**src/rtl/data_writeback_cache_controller_pkg.sv**
```systemverilog
// Shared types and sizing helpers for the write-back data cache miss controller.
package data_cache_pkg;

    typedef enum logic [1:0] {
        READY     = 2'd0,
        WRITEBACK = 2'd1,
        FILL      = 2'd2
    } cache_state_t;

    localparam int BLOCKWORDS      = 4;
    localparam int DEFAULT_TAGBITS = 14;
    localparam int DEFAULT_SETBITS = 32 - DEFAULT_TAGBITS - 4;

    // Set field sits between the tag and the 4 block-offset bits.
    function automatic int set_width(input int tagbits);
        return 32 - tagbits - 4;
    endfunction

endpackage

```
**src/rtl/data_writeback_cache_controller_block_word_counter.sv**
```systemverilog
// Word index within the block being written back or filled; advances once per accepted bus beat.
module block_word_counter
    import data_cache_pkg::*;
#(
    parameter int WIDTH = 2
) (
    input  logic             clk,
    input  logic             reset,
    input  logic             en,
    input  logic             clr,
    output logic [WIDTH-1:0] cnt,
    output logic             last
);

    logic [WIDTH-1:0] cnt_q;
    logic [WIDTH-1:0] cnt_d;

    always_comb begin
        cnt_d = cnt_q;
        if (clr) begin
            cnt_d = '0;
        end else if (en) begin
            cnt_d = cnt_q + WIDTH'(1);
        end
    end

    always_ff @(posedge clk) begin
        if (reset) begin
            cnt_q <= '0;
        end else begin
            cnt_q <= cnt_d;
        end
    end

    assign cnt  = cnt_q;
    assign last = &cnt_q;

endmodule

```
**src/rtl/data_writeback_cache_controller.sv**
```systemverilog
// Miss controller for a write-back data cache: store hits write the way directly, misses
// stall the pipeline while a dirty victim is written back and the block is refilled.
module data_writeback_cache_controller
    import data_cache_pkg::*;
#(
    parameter int tagbits   = DEFAULT_TAGBITS,
    parameter int blocksize = BLOCKWORDS
) (
    input  logic               clk,
    input  logic               reset,
    input  logic               MemRE,
    input  logic               MemWE,
    input  logic [31:0]        ANew,
    input  logic               Hit,
    input  logic               Dirty,
    input  logic [tagbits-1:0] VictimTag,
    input  logic               BusReady,
    output logic               Stall,
    output logic               CWE,
    output logic               DirtyIn,
    output logic [31:0]        CacheA,
    output logic               UseBusData,
    output logic               BusRE,
    output logic               BusWE,
    output logic [31:0]        BusA
);

    localparam int CNTW = $clog2(blocksize);
    localparam int SETW = set_width(tagbits);

    cache_state_t    state_q;
    cache_state_t    state_d;
    logic [CNTW-1:0] cnt;
    logic            cnt_last;
    logic            cnt_en;
    logic            cnt_clr;
    logic            request;
    logic [31:0]     block_addr;
    logic [31:0]     victim_addr;

    assign request     = MemRE | MemWE;
    assign block_addr  = {ANew[31:CNTW+2], cnt, 2'b00};
    assign victim_addr = {VictimTag, ANew[31-tagbits -: SETW], cnt, 2'b00};
    // The counter only moves while a block transfer is in flight; READY keeps it parked at word 0.
    assign cnt_en      = BusReady & (state_q != READY);
    assign cnt_clr     = (state_q == READY);

    block_word_counter #(
        .WIDTH (CNTW)
    ) u_word_counter (
        .clk   (clk),
        .reset (reset),
        .en    (cnt_en),
        .clr   (cnt_clr),
        .cnt   (cnt),
        .last  (cnt_last)
    );

    always_ff @(posedge clk) begin
        if (reset) begin
            state_q <= READY;
        end else begin
            state_q <= state_d;
        end
    end

    always_comb begin
        state_d    = state_q;
        Stall      = 1'b0;
        CWE        = 1'b0;
        DirtyIn    = 1'b0;
        CacheA     = ANew;
        UseBusData = 1'b0;
        BusRE      = 1'b0;
        BusWE      = 1'b0;
        BusA       = block_addr;
        unique case (state_q)
            READY: begin
                // A simultaneous load and store request is handled as a store.
                if (request) begin
                    if (Hit) begin
                        if (MemWE) begin
                            CWE     = 1'b1;
                            DirtyIn = 1'b1;
                        end
                    end else begin
                        Stall   = 1'b1;
                        state_d = Dirty ? WRITEBACK : FILL;
                    end
                end
            end
            WRITEBACK: begin
                Stall  = 1'b1;
                BusWE  = 1'b1;
                BusA   = victim_addr;
                CacheA = block_addr;
                if (BusReady && cnt_last) begin
                    state_d = FILL;
                end
            end
            FILL: begin
                Stall      = 1'b1;
                BusRE      = 1'b1;
                UseBusData = 1'b1;
                CWE        = BusReady;
                CacheA     = block_addr;
                if (BusReady && cnt_last) begin
                    state_d = READY;
                end
            end
            default: begin
                state_d = READY;
            end
        endcase
    end

endmodule

```
**config.mk**
```make
export PLATFORM = sky130hd
export DESIGN_NAME = data_writeback_cache_controller
export DESIGN_NICKNAME = d
export VERILOG_FILES = /design/src/rtl/data_writeback_cache_controller_pkg.sv /design/src/rtl/data_writeback_cache_controller_block_word_counter.sv /design/src/rtl/data_writeback_cache_controller.sv
export SDC_FILE = /design/constraint.sdc
export NUM_CORES = 1
export LEC_CHECK = 0
export CORE_ASPECT_RATIO = 0.75
export CORE_MARGIN = 2
export CORE_UTILIZATION = 24
export DETAILED_ROUTE_END_ITERATION = 8
export MAX_ROUTING_LAYER = met4
export PLACE_DENSITY = 0.9
export SYNTH_ARGS = -nofsm -noshare
export SYNTH_HDL_FRONTEND = slang
export SYNTH_SLANG_ARGS = --single-unit
```
**constraint.sdc**
```tcl
create_clock -name clk -period 1.55 [get_ports clk]
set_input_delay 0.31 -clock clk [delete_from_list [all_inputs] [get_ports clk]]
set_output_delay 0.31 -clock clk [all_outputs]
set_load 0.02 [all_outputs]
```
== Word-level counts from Yosys, hierarchy flattened ==
Index checks and enable logic that the tools add are counted.

* Register bits: 4
* Input port bits: 53

* Add/sub/neg operators: 1
* Equality and inequality tests: 6
* Multiplexer cells: 18
* Bitwise gates (word level): 2
* Reductions and logical operators: 7

{| class="wikitable"
|+ Operators by type and width
! kind !! number
|-
| $mux W32 || 1
|-
| $mux W2 || 5
|-
| $mux W1 || 8
|-
| $ne A2 B2 Y1 const B || 3
|-
| $pmux W2 S3 || 1
|-
| $mux W4 || 1
|-
| $pmux W1 S2 || 2
|-
| $reduce_and A4 Y1 || 1
|-
| $reduce_or A2 Y1 || 2
|-
| $add A2 B1 Y2 const B || 1
|-
| $eq A2 B1 Y1 const B || 1
|-
| $eq A2 B2 Y1 const B || 1
|-
| $logic_not A2 Y1 || 1
|-
| $ne A2 B1 Y1 const B || 1
|-
| $reduce_and A2 Y1 || 1
|-
| $reduce_bool A2 Y1 || 1
|-
| $and A1 B1 Y1 || 1
|-
| $logic_and A1 B1 Y1 || 1
|-
| $or A1 B1 Y1 || 1
|}

== Longest topological paths before layout ==
Gate-level depths: netlist (run 1).

* Depth after elaboration: 4
* Mapped depth: 6
* Gate-level depth less buffers: 5

== Modules after synthesis ==
From an unflattened synthesis (run 1), not the netlist that was laid out.

* Cell total of the unflattened synthesis: 98
* Area total of the unflattened synthesis: 878.3 µm²

{| class="wikitable"
|+ By module, submodules not included
! module !! instances !! cells an instance !! area an instance (µm²) !! seq. area each (µm²)
|-
| data_writeback_cache_controller || 1 || 91 || 787.0 || 40.0
|-
| block_word_counter || 1 || 7 || 91.3 || 40.0
|}

== Worst setup path after synthesis (run 1) ==
No wires, ideal clock.

* Path type: register to output
* Start: register state_q[1]
* End: output BusA[19]
* Arrival time: 1.391 ns
* Data required time: 1.240 ns
* Path slack: -0.151 ns
* Stages on the path, launching flop included: 6
* Path buffers: 2
* Cell sequence: dfxtp_1 > inv_1 > ha_1 > buf_6 > buf_6 > mux2_2

* Cells in the longest elaborated chain, start to end: 2

{| class="wikitable"
|+ RTL lines
! element !! RTL line !! text
|-
| from (decl) || data_writeback_cache_controller.sv:31 || <nowiki>cache_state_t state_q;</nowiki>
|-
| from (signal assigned) || data_writeback_cache_controller.sv:63 || <nowiki>state_q <= state_d;</nowiki>
|-
| $eq A2 B1 Y1 || data_writeback_cache_controller.sv:77 || <nowiki>unique case (state_q)</nowiki>
|-
| $mux W32 || data_writeback_cache_controller.sv:77 ||
|-
| to (decl) || data_writeback_cache_controller.sv:25 || <nowiki>output logic [31:0] BusA</nowiki>
|}

Every way passes these cells.

== Final worst setup path (run 1) ==
* Start: register state_q[0]
* End: output Stall

* Cells in the longest elaborated chain, start to end: 3

{| class="wikitable"
|+ RTL lines
! element !! RTL line !! text
|-
| $eq A2 B2 Y1 or $eq A2 B1 Y1 (tied branches) || data_writeback_cache_controller.sv:77 ||
|-
| $reduce_or A2 Y1 (no line) || - ||
|-
| $pmux W1 S2 (*) || data_writeback_cache_controller.sv:77 ||
|-
| to (decl) || data_writeback_cache_controller.sv:18 || <nowiki>output logic Stall,</nowiki>
|}

Mark *: on every way between the ends. The rest lies on a longest branch, timed or not.

==> summary.md, run 1 <==
| Metric | Value |
|---|---|
| Pint | 1.43 mW |
| Num CTS Buffers | 3 |
| Final hold viol count | 0 |
| Gp weighted congestion | 0.783 |
| Placed Cells | 197 |
| CP Capture Type | output pin |
| # IOs | 123 |
| Die width | 73.8 µm |
| Critical Path Start Type | flop |
| RSZ-0062 raised after global routing | true |
| Avg Inst Size Synth | 8.68 µm² |
| Number of synthesis warnings | 0 |
| Drt first-iter violations | 8 |
| Hold depth | 2 |
| Levels on crit path | 7 |
| Routed via count | 826 |
| Worst Setup SP | state_q[0] |
| First-pass detailed-route iteration total | 4 |
| Peak supply drop | 0.784 mV |
| H-tree levels | 1 |
| Gate power share | 83.8% |
| DR vias/cell | 3.99 |
| Top cells by area, synth | buf_4, mux2_2, ha_1, dfxtp_1, mux2i_1 |
| Most numerous cell in the Yosys netlist | buf_4 |
| Area delta synth->final | 95.7% |
| Clk_skew | 1.45 ps |
| CP max-delay cell | dfxtp_4 |
| Routed WL | 2980 µm |
| Cells after Synth | 101 |
| Antenna violations before repair | 0 |
| Final HPWL DP | 2080 µm |
| Drt drc | 0 |
| Status | complete, but fails checks |
| Clk slew on worst S/H paths | 30 ps |
| Prevailing post-synth register cell | dfxtp_1 |
| Effective utilization at floorplan | 25.8% |
| PortBufs | 78 |
| WL/cell | 14.4 µm |
| Clk buf depth | 2 |
| Unique masters post-synth | 22 |
| Total clock sinks | 4 |
| Tcrit/Tclk final | 109% |
| Register bit count reported by yosys | 4 |
| # diodes | 0 |
| Fmax | 592 MHz |
| First-pass GRT wire length | 4390 µm |
| Buf/Inv on CP | 4 |
| Largest net degree at the start of global routing | 9 |
| Vias in the first global route | 833 |
| Most instantiated cells after synthesis | buf_4, mux2_2, ha_1, dfxtp_1 |
| CORE AREA | 3400 µm² |
| Worst min path class | reg -> reg |
| Post-route non-filler standard cell count | 207 |
| CTS root buffer | clkbuf_8 |
| Switching pwr | 969 µW |
| Switch share | 40.4% |
| Share of the synthesized area in the top cell type | 38.5% |
| Post-synthesis cell area | 877 µm² |
| CP delay by family, top | buffers and inverters |
| Worst Hold Launch | u_word_counter.cnt[0] |
| Slew Viols, Final | 0 |
| Data required time of the worst path | 1240 ps |
| Lkg Pwr | 0.813 nW |
| CP peak stage delay | 370 ps |
| Worst Reg-to-Reg Cells | 8 |
| CP arrival | 1380 ps |
| Layout cells sized above 1 | 49.0% |
| Cell accounting for the most synthesized area | buf_4 |
| Worst skew pair latency | 210 ps |
| Setup slack after layout | -139 ps |
| Failing checks | negative setup slack |
| Number of synthesized flops with an enable pin | 0 |
| Crit-path max FO | 4 |
| CTS tree | yes |
| Total gr overflow | 0 |
| Setup TNS | -2280 ps |
| Clock power share | 8.8% |
| Fraction of registers with async set/reset | 0% |
| Chip height | 56.4 µm |
| Crit path time final | 1690 ps |
| Final setup violation count | 21 |
| Max Cap Violations | 0 |
| FF-to-FF Start | state_q[0] |
| GRT Util Overall | 14.2% |
| Total Die Area | 4160 µm² |
| Post-route ant nets | 0 |
| Pwr Density | 1400 nW/µm² |
| Critical Path, Cell by Cell | inv_4 > buf_6 > ha_4 > buf_4 > a21oi_2 > nor2_1 > buf_2 |
| Sequential share of power | 7.4% |
| Row cnt | 18 |
| Post-layout nets | 219 |
| Share of the yosys chip area belonging to registers | 9.13% |
| Crit Path Class | reg -> out |
==> stage by stage <==
stage | hold slack [ps] | area, µm² | setup WS [ps] | power (mW) | utilization [%]
global placement | 568 | 1480 | -460 | 1.72 | 43.6
finish | 595 | 1720 | -139 | 2.40 | 50.5
CTS | 587 | 1650 | -182 | 2.24 | 48.4
detailed placement | 566 | 1480 | -488 | 1.73 | 43.6
floorplan | 387 | 895 | 10.1 | 1.16 | -
global route | 620 | 1720 | -193 | 2.53 | 50.5
==> cell type report <==
class                   count  area (µm²)
fillers                   320        1680
repair buffers             99         960
multi-input cells          48         552
flip-flops and latches      4        85.1
well taps                  50        62.6
clock buffers               3        41.3
inverters                   3        16.3
==> layer usage <==
layer / part of all wire [%] / vias to the layer above / global-route usage, %
li1: - / 404 / -
met3: 6.0 / 2 / 4.49
met2: 50 / 39 / 22.2
met5: 0 / - / -
met1: 43 / 381 / 18.1
met4: 0.27 / 0 / 2.60
==> logic make-up (layout without fill, tap and decap cells) <==
kind of cell               count (synthesis)  after routing  share of synthesized area (%)
other                                      1              2                          0.428
buffers and inverters                     50            105                           42.4
DFF                                        4              4                           9.13
and+or+nand+nor                           12             12                           7.28
xor gates and xnor gates                   1              1                          0.999
AOI/OAI and AO/OA                          7              7                           5.85
adders and majority gates                  7              7                           9.99
muxes                                     19             19                           24.0
==> flip-flops by register name, indices dropped and copies added, names as in the netlist <==
name and cells:
state_q 2, u_word_counter.cnt 2
==> cells in the final DEF (no fill, tap or decap) <==
cell type and count:
nand2_1 2, clkdlybuf4s50_1 38, dfxtp_2 1, nand2b_1 2, o21ai_0 1, nor3_1 2
nand3_1 1, mux2i_1 3, clkdlybuf4s15_1 1, ha_4 4, conb_1 2, dlymetal6s2s_1 1
inv_1 1, clkbuf_8 3, o21ba_2 1, buf_8 1, buf_12 1, o21ba_1 1
clkbuf_2 1, dfxtp_1 2, o21ai_2 1, xnor2_1 1, dlygate4sd2_1 13, a21oi_2 1
mux2_4 16, o21a_1 1, nor2_1 1, inv_4 2, nor2b_1 3, dfxtp_4 1
and3_4 1, buf_6 24, o2bb2ai_1 1, ha_1 3, buf_4 15, buf_2 4
==> power groups by stage <==
| stage | clock network [mW] | logic (mW) | registers, mW |
|---|---|---|---|
| 6_report | 0.212 | 2.01 | 0.176 |
| 5_1_grt | 0.232 | 2.12 | 0.180 |
| 4_1_cts | 0.220 | 1.85 | 0.164 |
| 3_5_place_dp | 0 | 1.57 | 0.161 |
| 3_3_place_gp | 0 | 1.56 | 0.160 |
| 2_1_floorplan | 0 | 0.981 | 0.175 |
==> what timing repair did <==
item                       CTS  global route
hold buffers                 0             0
pin swaps                    5             6
setup buffers                4             3
gates resized for setup    172            19
setup endpoints to repair   39            25
==> worst reg2reg max path: stages, from the launching register on <==
cell and delay (ps):
dfxtp_4 370, inv_4 50, buf_6 110, buf_4 130, ha_4 160, buf_6 110, o2bb2ai_1 120, o21a_1 190
mux2i_1 190
==> worst paths after layout <==
kind,slack (ps),to
setup / recovery,-140,Stall
hold / removal,590,u_word_counter.cnt[0]
setup reg to reg,30,state_q[1]
hold reg to reg,590,u_word_counter.cnt[0]
No activity file was read; power rests on OpenSTA's default activity.
==> run 2: changes to the inputs <==
--- a/config.mk
+++ b/config.mk
@@ -8,6 +8,7 @@
 export CORE_ASPECT_RATIO = 0.75
 export CORE_MARGIN = 2
 export CORE_UTILIZATION = 24
+export CTS_CLUSTER_DIAMETER = 100
 export DETAILED_ROUTE_END_ITERATION = 8
 export MAX_ROUTING_LAYER = met4
 export PLACE_DENSITY = 0.9
==> results of run 2 <==
Final layout, timing and power as in run 1 (identical DEF).
